<file path="config.mk">
export PLATFORM = sky130hd
export DESIGN_NAME = branch_predictor
export DESIGN_NICKNAME = d
export VERILOG_FILES = /design/src/rtl/branch_predictor.sv
export SDC_FILE = /design/constraint.sdc
export NUM_CORES = 2
export LEC_CHECK = 0
export CORE_MARGIN = 2
export CORE_UTILIZATION = 45
export DETAILED_ROUTE_END_ITERATION = 16
export PLACE_DENSITY = 0.64
export SLEW_MARGIN = 10
export SYNTH_ARGS = -nofsm -noshare
export SYNTH_HDL_FRONTEND = slang
export SYNTH_SLANG_ARGS = --single-unit
</file>
<file path="constraint.sdc">
create_clock -name clk -period 12.13 [get_ports clk]
set_input_delay 2.426 -clock clk [delete_from_list [all_inputs] [get_ports clk]]
set_output_delay 2.426 -clock clk [all_outputs]
set_load 0.005 [all_outputs]
</file>
<file path="src/rtl/branch_predictor.sv">
// Fetch-side branch predictor: 2-bit counters paired with BTB slots.
// Predicts direction and target for if_pc, trains from execute, flags mispredicts.
//
// Ports:
//   clk, rst_n        core clock, synchronous active-low reset
//   if_pc             fetch PC to predict
//   pred_taken        predicted direction for if_pc
//   pred_target       predicted next PC for if_pc
//   ex_valid          execute instruction valid
//   ex_b_type         execute instruction is a conditional branch
//   ex_pc             PC of the execute instruction
//   ex_taken          resolved direction
//   ex_target         resolved branch target
//   ex_pred_taken     prediction carried down the pipe
//   ex_pred_target    predicted target carried down the pipe
//   mispredict        execute branch was mispredicted
//   redirect_pc       correct next PC for the execute branch
//   stat_branches     resolved branch count
//   stat_mispredicts  misprediction count
module branch_predictor #(
    parameter int IDX_W = 4,
    parameter int XLEN  = 32
) (
    input  logic            clk,
    input  logic            rst_n,
    input  logic [XLEN-1:0] if_pc,
    output logic            pred_taken,
    output logic [XLEN-1:0] pred_target,
    input  logic            ex_valid,
    input  logic            ex_b_type,
    input  logic [XLEN-1:0] ex_pc,
    input  logic            ex_taken,
    input  logic [XLEN-1:0] ex_target,
    input  logic            ex_pred_taken,
    input  logic [XLEN-1:0] ex_pred_target,
    output logic            mispredict,
    output logic [XLEN-1:0] redirect_pc,
    output logic [31:0]     stat_branches,
    output logic [31:0]     stat_mispredicts
);

    localparam int N     = 1 << IDX_W;
    localparam int TAG_W = XLEN - IDX_W - 2;

    logic             valid_q [N];
    logic [1:0]       ctr_q   [N];
    logic [TAG_W-1:0] tag_q   [N];
    logic [XLEN-1:0]  tgt_q   [N];

    logic [IDX_W-1:0] if_idx;
    logic [TAG_W-1:0] if_tag;
    logic             if_hit;

    logic [IDX_W-1:0] ex_idx;
    logic [TAG_W-1:0] ex_tag;
    logic             ex_hit;
    logic             upd;

    assign if_idx = if_pc[IDX_W+1:2];
    assign if_tag = if_pc[XLEN-1:IDX_W+2];
    assign if_hit = valid_q[if_idx] && (tag_q[if_idx] == if_tag);

    always_comb begin
        pred_taken  = 1'b0;
        pred_target = if_pc + XLEN'(4);
        if (if_hit && ctr_q[if_idx][1]) begin
            pred_taken  = 1'b1;
            pred_target = tgt_q[if_idx];
        end
    end

    assign ex_idx = ex_pc[IDX_W+1:2];
    assign ex_tag = ex_pc[XLEN-1:IDX_W+2];
    assign ex_hit = valid_q[ex_idx] && (tag_q[ex_idx] == ex_tag);

    // rst_n gates the update so a branch caught by reset is neither
    // trained nor counted, and cannot raise a flush.
    assign upd = ex_valid && ex_b_type && rst_n;

    assign mispredict = upd &&
        ((ex_taken != ex_pred_taken) ||
         (ex_taken && (ex_pred_target != ex_target)));

    assign redirect_pc = ex_taken ? ex_target : ex_pc + XLEN'(4);

    // Tag and target storage is deliberately left out of reset; valid
    // masks whatever they hold.
    always_ff @(posedge clk) begin
        if (!rst_n) begin
            for (int i = 0; i < N; i++) begin
                valid_q[i] <= 1'b0;
                ctr_q[i]   <= 2'b01;
            end
            stat_branches    <= '0;
            stat_mispredicts <= '0;
        end else if (upd) begin
            stat_branches <= stat_branches + 32'd1;
            if (mispredict)
                stat_mispredicts <= stat_mispredicts + 32'd1;
            if (ex_hit) begin
                if (ex_taken) begin
                    tgt_q[ex_idx] <= ex_target;
                    if (ctr_q[ex_idx] != 2'b11)
                        ctr_q[ex_idx] <= ctr_q[ex_idx] + 2'd1;
                end else begin
                    if (ctr_q[ex_idx] != 2'b00)
                        ctr_q[ex_idx] <= ctr_q[ex_idx] - 2'd1;
                end
            end else if (ex_taken) begin
                valid_q[ex_idx] <= 1'b1;
                tag_q[ex_idx]   <= ex_tag;
                tgt_q[ex_idx]   <= ex_target;
                ctr_q[ex_idx]   <= 2'b10;
            end
        end
    end

endmodule

</file>
==> Word level (Yosys, flattened, before mapping) <==
Memory sizes are Yosys's and may differ from the RTL's.
Index checks and enable logic that the tools add are counted.
{ "word_totals": {"memories": 4, "ram_bits": 976, "register_bits": 64, "word_cells": 66, "latch_bits": 0, "out_inout_bits": 130, "inputBits": 134, "mem_bits_ro": 0} }
{ "op_classes": {"reduce_logical": 12, "n_eq_ne": 5, "bitwise_logic": 3, "n_div": 0, "magnitude_cmp": 0, "addsub": 6, "n_mul": 0, "shift": 0, "n_mux": 34} }
{ "mem_list": {"columns": ["name", "words", "width", "read_ports", "rd_clocked_by_memory_dff", "wr", "line", "rtl"], "rows": [
  ["tgt_q", 16, 32, 1, 0, 1, "48", "logic [XLEN-1:0] tgt_q [N];"],
  ["tag_q", 16, 26, 2, 0, 1, "47", "logic [TAG_W-1:0] tag_q [N];"],
  ["ctr_q", 16, 2, 2, 0, 16, "46", "logic [1:0] ctr_q [N];"],
  ["valid_q", 16, 1, 2, 0, 16, "45", "logic valid_q [N];"]
]} }
{ "ops": {"columns": ["op", "count"], "rows": [
  ["two-way mux 32 bit", 3],
  ["adder 32 x 1 -> 32 bit, second input constant", 2],
  ["adder 32 x 3 -> 32 bit, second input constant", 2],
  ["== test 26 bit", 2],
  ["inequality test 32 bit", 1],
  ["two-way mux 1 bit", 26],
  ["two-way mux 4 bit", 2],
  ["logical AND 1 bit", 7],
  ["two-way mux 2 bit", 3],
  ["bitwise OR 1 bit", 3],
  ["adder 2 x 1 -> 2 bit, second input constant", 1],
  ["inequality test 2 bit, second input constant", 1],
  ["AND reduction 2 bit", 1],
  ["nonzero test 2 bit", 1],
  ["OR reduction 2 bit", 1],
  ["subtractor 2 x 1 -> 2 bit, second input constant", 1],
  ["logical OR 1 bit", 1],
  ["inequality test 1 bit", 1],
  ["OR reduction 1 bit", 1]
]} }

==> Logic depth before layout (Yosys ltp) <==
An unclocked memory read counts as a cell.
{ "logic_depth": {"ltp_word": 12, "depth_mapped": 15, "depth_no_buf": 9} }

==> Worst setup path after synthesis <==
OpenSTA, ideal clock, no wires.
{ "synth_timing": {"kind": "input-to-output", "startpoint": "input port if_pc[3]", "endpoint": "output port pred_target[0]", "slack_ns": 4.286, "arrival_time_ns": 5.418, "required_time_ns": 9.704, "path_stages": 11, "n_path_buf": 3, "cell_sequence": "clkbuf_1 > clkbuf_1 > buf_1 > mux4_2 > mux4_2 > xnor2_1 > nand4_1 > or3_1 > nor4_2 > nand2_1 > nand2_1"} }
{ "synth_via": {"elab_chain_len": 5, "elab_cells_between_ends": 8, "cone_classes": "1 x eq/ne; 1 x mux; 2 x reduce/logical; 4 x memory"} }
{ "synth_lines": {"columns": ["element", "line", "rtl"], "rows": [
  ["start: declaration", "26", "input logic [XLEN-1:0] if_pc,"],
  ["memory (16 x 26 bit)", null, null],
  ["== test 26 bit", "61", "assign if_hit = valid_q[if_idx] && (tag_q[if_idx] == if_tag);"],
  ["logical AND 1 bit", "61", null],
  ["logical AND 1 bit", "66", "if (if_hit && ctr_q[if_idx][1]) begin"],
  ["two-way mux 32 bit (*)", "66", null],
  ["end: declaration", "28", "output logic [XLEN-1:0] pred_target,"]
]} }
Every way passes the cells marked *; elsewhere a longest branch is shown, timed or not.

==> Worst setup path in the final report <==
{ "layout_timing": {"startpoint": "input port if_pc[2]", "endpoint": "output port pred_target[1]"} }
Same word-level chain as after synthesis.

==> results.cfg <==
[sta]
finalHoldViolCount = 0
relSlewSlack_pct = 15.3
postLayoutSetupSlackWorst_ns = 2.35
fin_crit_ns = 9.78
fin_setup_tns_ns = 0
whs_ns = 0.494
fin_skew_ns = 0.0384
worst_slew_pin_slew_ns = 1.26
report.final.slew_viol_count = 0
rsz0062_at_grt = false
period_share_pct = 80.7
setup_viol = 0
max_freq_ghz = 0.102

[floorplan]
dieArea_mm2 = 0.107
fp-row-count = 118
dieWidth_um = 327
start_util_pct = 45.4
design.portCount = 264
core-area_mm2 = 0.103
die_height_um = 327

[synth]
yosysWarnings = 0
synth_cells = 2736
synthMuxAreaShare_pct = 19.7
netlist_area_mm2 = 0.0469
ys.flop_type = edfxtp_1
synth_cell_types = 73
ys_seq_elements = 1040
synth_fa_ha_area_share_pct = 0.187
synth_edf_count = 960
synth_fp_nets = 2877
synth.yosys.seq_area_share_pct = 64.9
synth_xor_area_share_pct = 3.49
avgSynthCellArea_um2 = 17.1
synth_async_sr_flop_share_pct = 0
synth-compound-area-share_pct = 3.86
synthSimpleGateAreaFrac_pct = 5.80
synth_top_family_by_area = multiplexers

[worst_hold_path]
min_to = valid_q[0]
min_path_cells = 2
worstHoldStart = valid_q[0]
hold_class = reg2reg

[routing]
wirelength_um = 140000
drtPass1Iterations = 6
wire_per_inst_um = 31.3
route.detailed.drc = 0
dr.first_iter.drc_count = 3576
viasPerCell = 6.24
ant_nets = 0
vias = 28000

[clocking]
cts_buffers = 106
cts-root-buf = clkbuf_16
cts_max_path_buffers = 3
cts_hold_buffers = 0
htreeDepth = 3
insertion_delay_ns = 0.70
post_cts_resized = 0
cts_tree = yes
cts.sinks = 1040
cts_setup_buffers = 0
clkSlewWorstSetupHoldPaths_ns = 0.06

[global_route]
grt_max_degree = 99
grt_pass1_wl_um = 199000
gr-usage-met1_pct = 35.5
grt.busiest_layer = met2
overflow = 0
gr-usage-met2_pct = 41.4
gr-usage-all-layers_pct = 26.1
antenna_found_initial = 9
grt_pass1_vias = 28000
met3_usage_pct = 5.64

[placed_design]
port_buffers = 263
placed_area_mm2 = 0.0513
post-place-ws_ns = 2.33
post-dp-hpwl_um = 86100
placed_cells = 4292
place_congestion = 0.906

[setup_path]
reg2reg_from = tag_q[11][13]
rr_worst_depth = 10
r2r_end = tag_q[5][17]
endpoint_kind = primary output
regToRegSetupSlack_ns = 7.74
critical_path_class = in2out
critPathRequiredTime_ns = 9.70
critPathArrivalTime_ns = 7.36
crit_path_start_kind = input port
critical_path.max_fanout = 73
slowest_delay_ns = 0.84
crit_path_cell_trace = buf_8 -> buf_4 -> mux4_2 -> mux4_2 -> xnor2_1 -> nand4_1 -> or4_1 -> nor4_2 -> nand2_1 -> nand2_1 -> clkdlybuf4s50_1
crit_slowest_cell = nor4_2

[power_and_ir_drop]
ir_drop_mv = 0.107
p_per_area_mw_per_mm2 = 142
p_leak_nw = 17.3

[finish]
final_layout_size_suffix_gt1_share_pct = 22.0
nets = 3161
fin_cells = 4491
design_area_mm2 = 0.0547
area_delta_synth_final_pct = 16.6

[run]
drv_cap = 0

[run_status]
status = finished, final reports clean
==> placed cells by master (no fill, tap or decap), drive strengths merged, types with 48 or more instances in the layout <==
cell and n:
o21ai 101, xor2 76, edfxtp 960, clkinv 48, buf 101, dfxtp 80
clkdlybuf4s50 255, nor2 98, mux2i 92, nand2 182, clkbuf 136, xnor2 111
mux4 352, nand3 73, a21oi 50
==> worst max path at each step <==
stage / startpoint / end / depth (start not counted)
floorplan: if_pc[3] / pred_target[0] / 11
global placement: if_pc[2] / pred_target[3] / 11
detailed placement: if_pc[2] / pred_target[0] / 11
CTS: if_pc[2] / pred_target[0] / 11
global route: if_pc[2] / pred_target[0] / 11
finish: if_pc[2] / pred_target[1] / 11
==> cell type report <==
class	instances	area, um2
antenna	5	12.5
clock buffer	136	2830
clock inverter	58	522
fill	8197	48700
inverter	15	56.3
multi-input combinational	1501	15700
sequential	1040	30400
tap	1380	1730
timing repair buffer	356	3330
==> cells in the mapped netlist (4+ instances only) <==
library cell  number  area (um2)
or3_1             33         206
buf_6             10         113
nand2_1          182         683
or2_2              4        25.0
nor2b_1           12        75.1
nand3_1           73         365
o22ai_1           13        81.3
a211oi_1           4        30.0
buf_1             22        82.6
o211ai_1           8        60.1
mux2i_1           91         911
nor2_1            98         368
inv_1             14        52.6
and4_1             5        43.8
xnor2_1          111         972
ha_1               7        87.6
nand2b_1           6        37.5
a21boi_0          22         165
o21ai_0           99         495
mux4_2           352        7930
nor3_1             8        40.0
mux2_2            35         394
nor4_1            10        62.6
a221oi_1          15         131
clkbuf_1         103         387
and3_1            29         181
nand4_1           31         194
xor2_1            76         666
a22oi_1           22         165
a21oi_1           50         250
a22o_1            12         105
buf_2             27         135
dfxtp_1           80        1600
buf_4             13        97.6
edfxtp_1         960       28800
and2_1            47         294
==> routing by layer <==
layer,up-vias,wire (um)
met5,-,25
met4,4,5170
met3,242,13700
met2,1591,66800
met1,14600,54800
li1,11600,-
==> cell families after synthesis <==
logic type               after synthesis
multiplexers                         479
AND/OR/NAND/NOR                      552
AO/OA/AOI/OAI                        276
flip-flops                          1040
buffers and inverters                195
adder cells (fa/ha/maj)                7
XOR/XNOR                             187
==> report_power, final <==
group          switching (W)  leakage, nW  internal (W)
combinational       0.000376         6.30      0.000271
sequential        0.00000694         9.32       0.00393
clock                0.00137         1.64       0.00181
total                0.00175         17.3       0.00601
==> through the flow <==
| stage | utilization, % | total power (W) |
|---|---|---|
| floorplan | - | 0.00436 |
| global placement | 49.6 | 0.00465 |
| detailed placement | 49.6 | 0.00465 |
| CTS | 52.9 | 0.00781 |
| global route | 52.9 | 0.00798 |
| finish | 52.9 | 0.00776 |
==> sequential cells by signal, summed over array words and instances (netlist names) <==
register / count
tag_q: 416
ctr_q: 32
valid_q: 16
stat_mispredicts: 32
tgt_q: 512
stat_branches: 32
==> critical path: cells and delay by family <==
kind                      cells  cell delay, ns
xor gates and xnor gates      1            0.22
buffers and inverters         3            1.71
muxes                         2            1.11
and+or+nand+nor               5            1.75
Note: power is estimated with default switching activity, not from simulation.
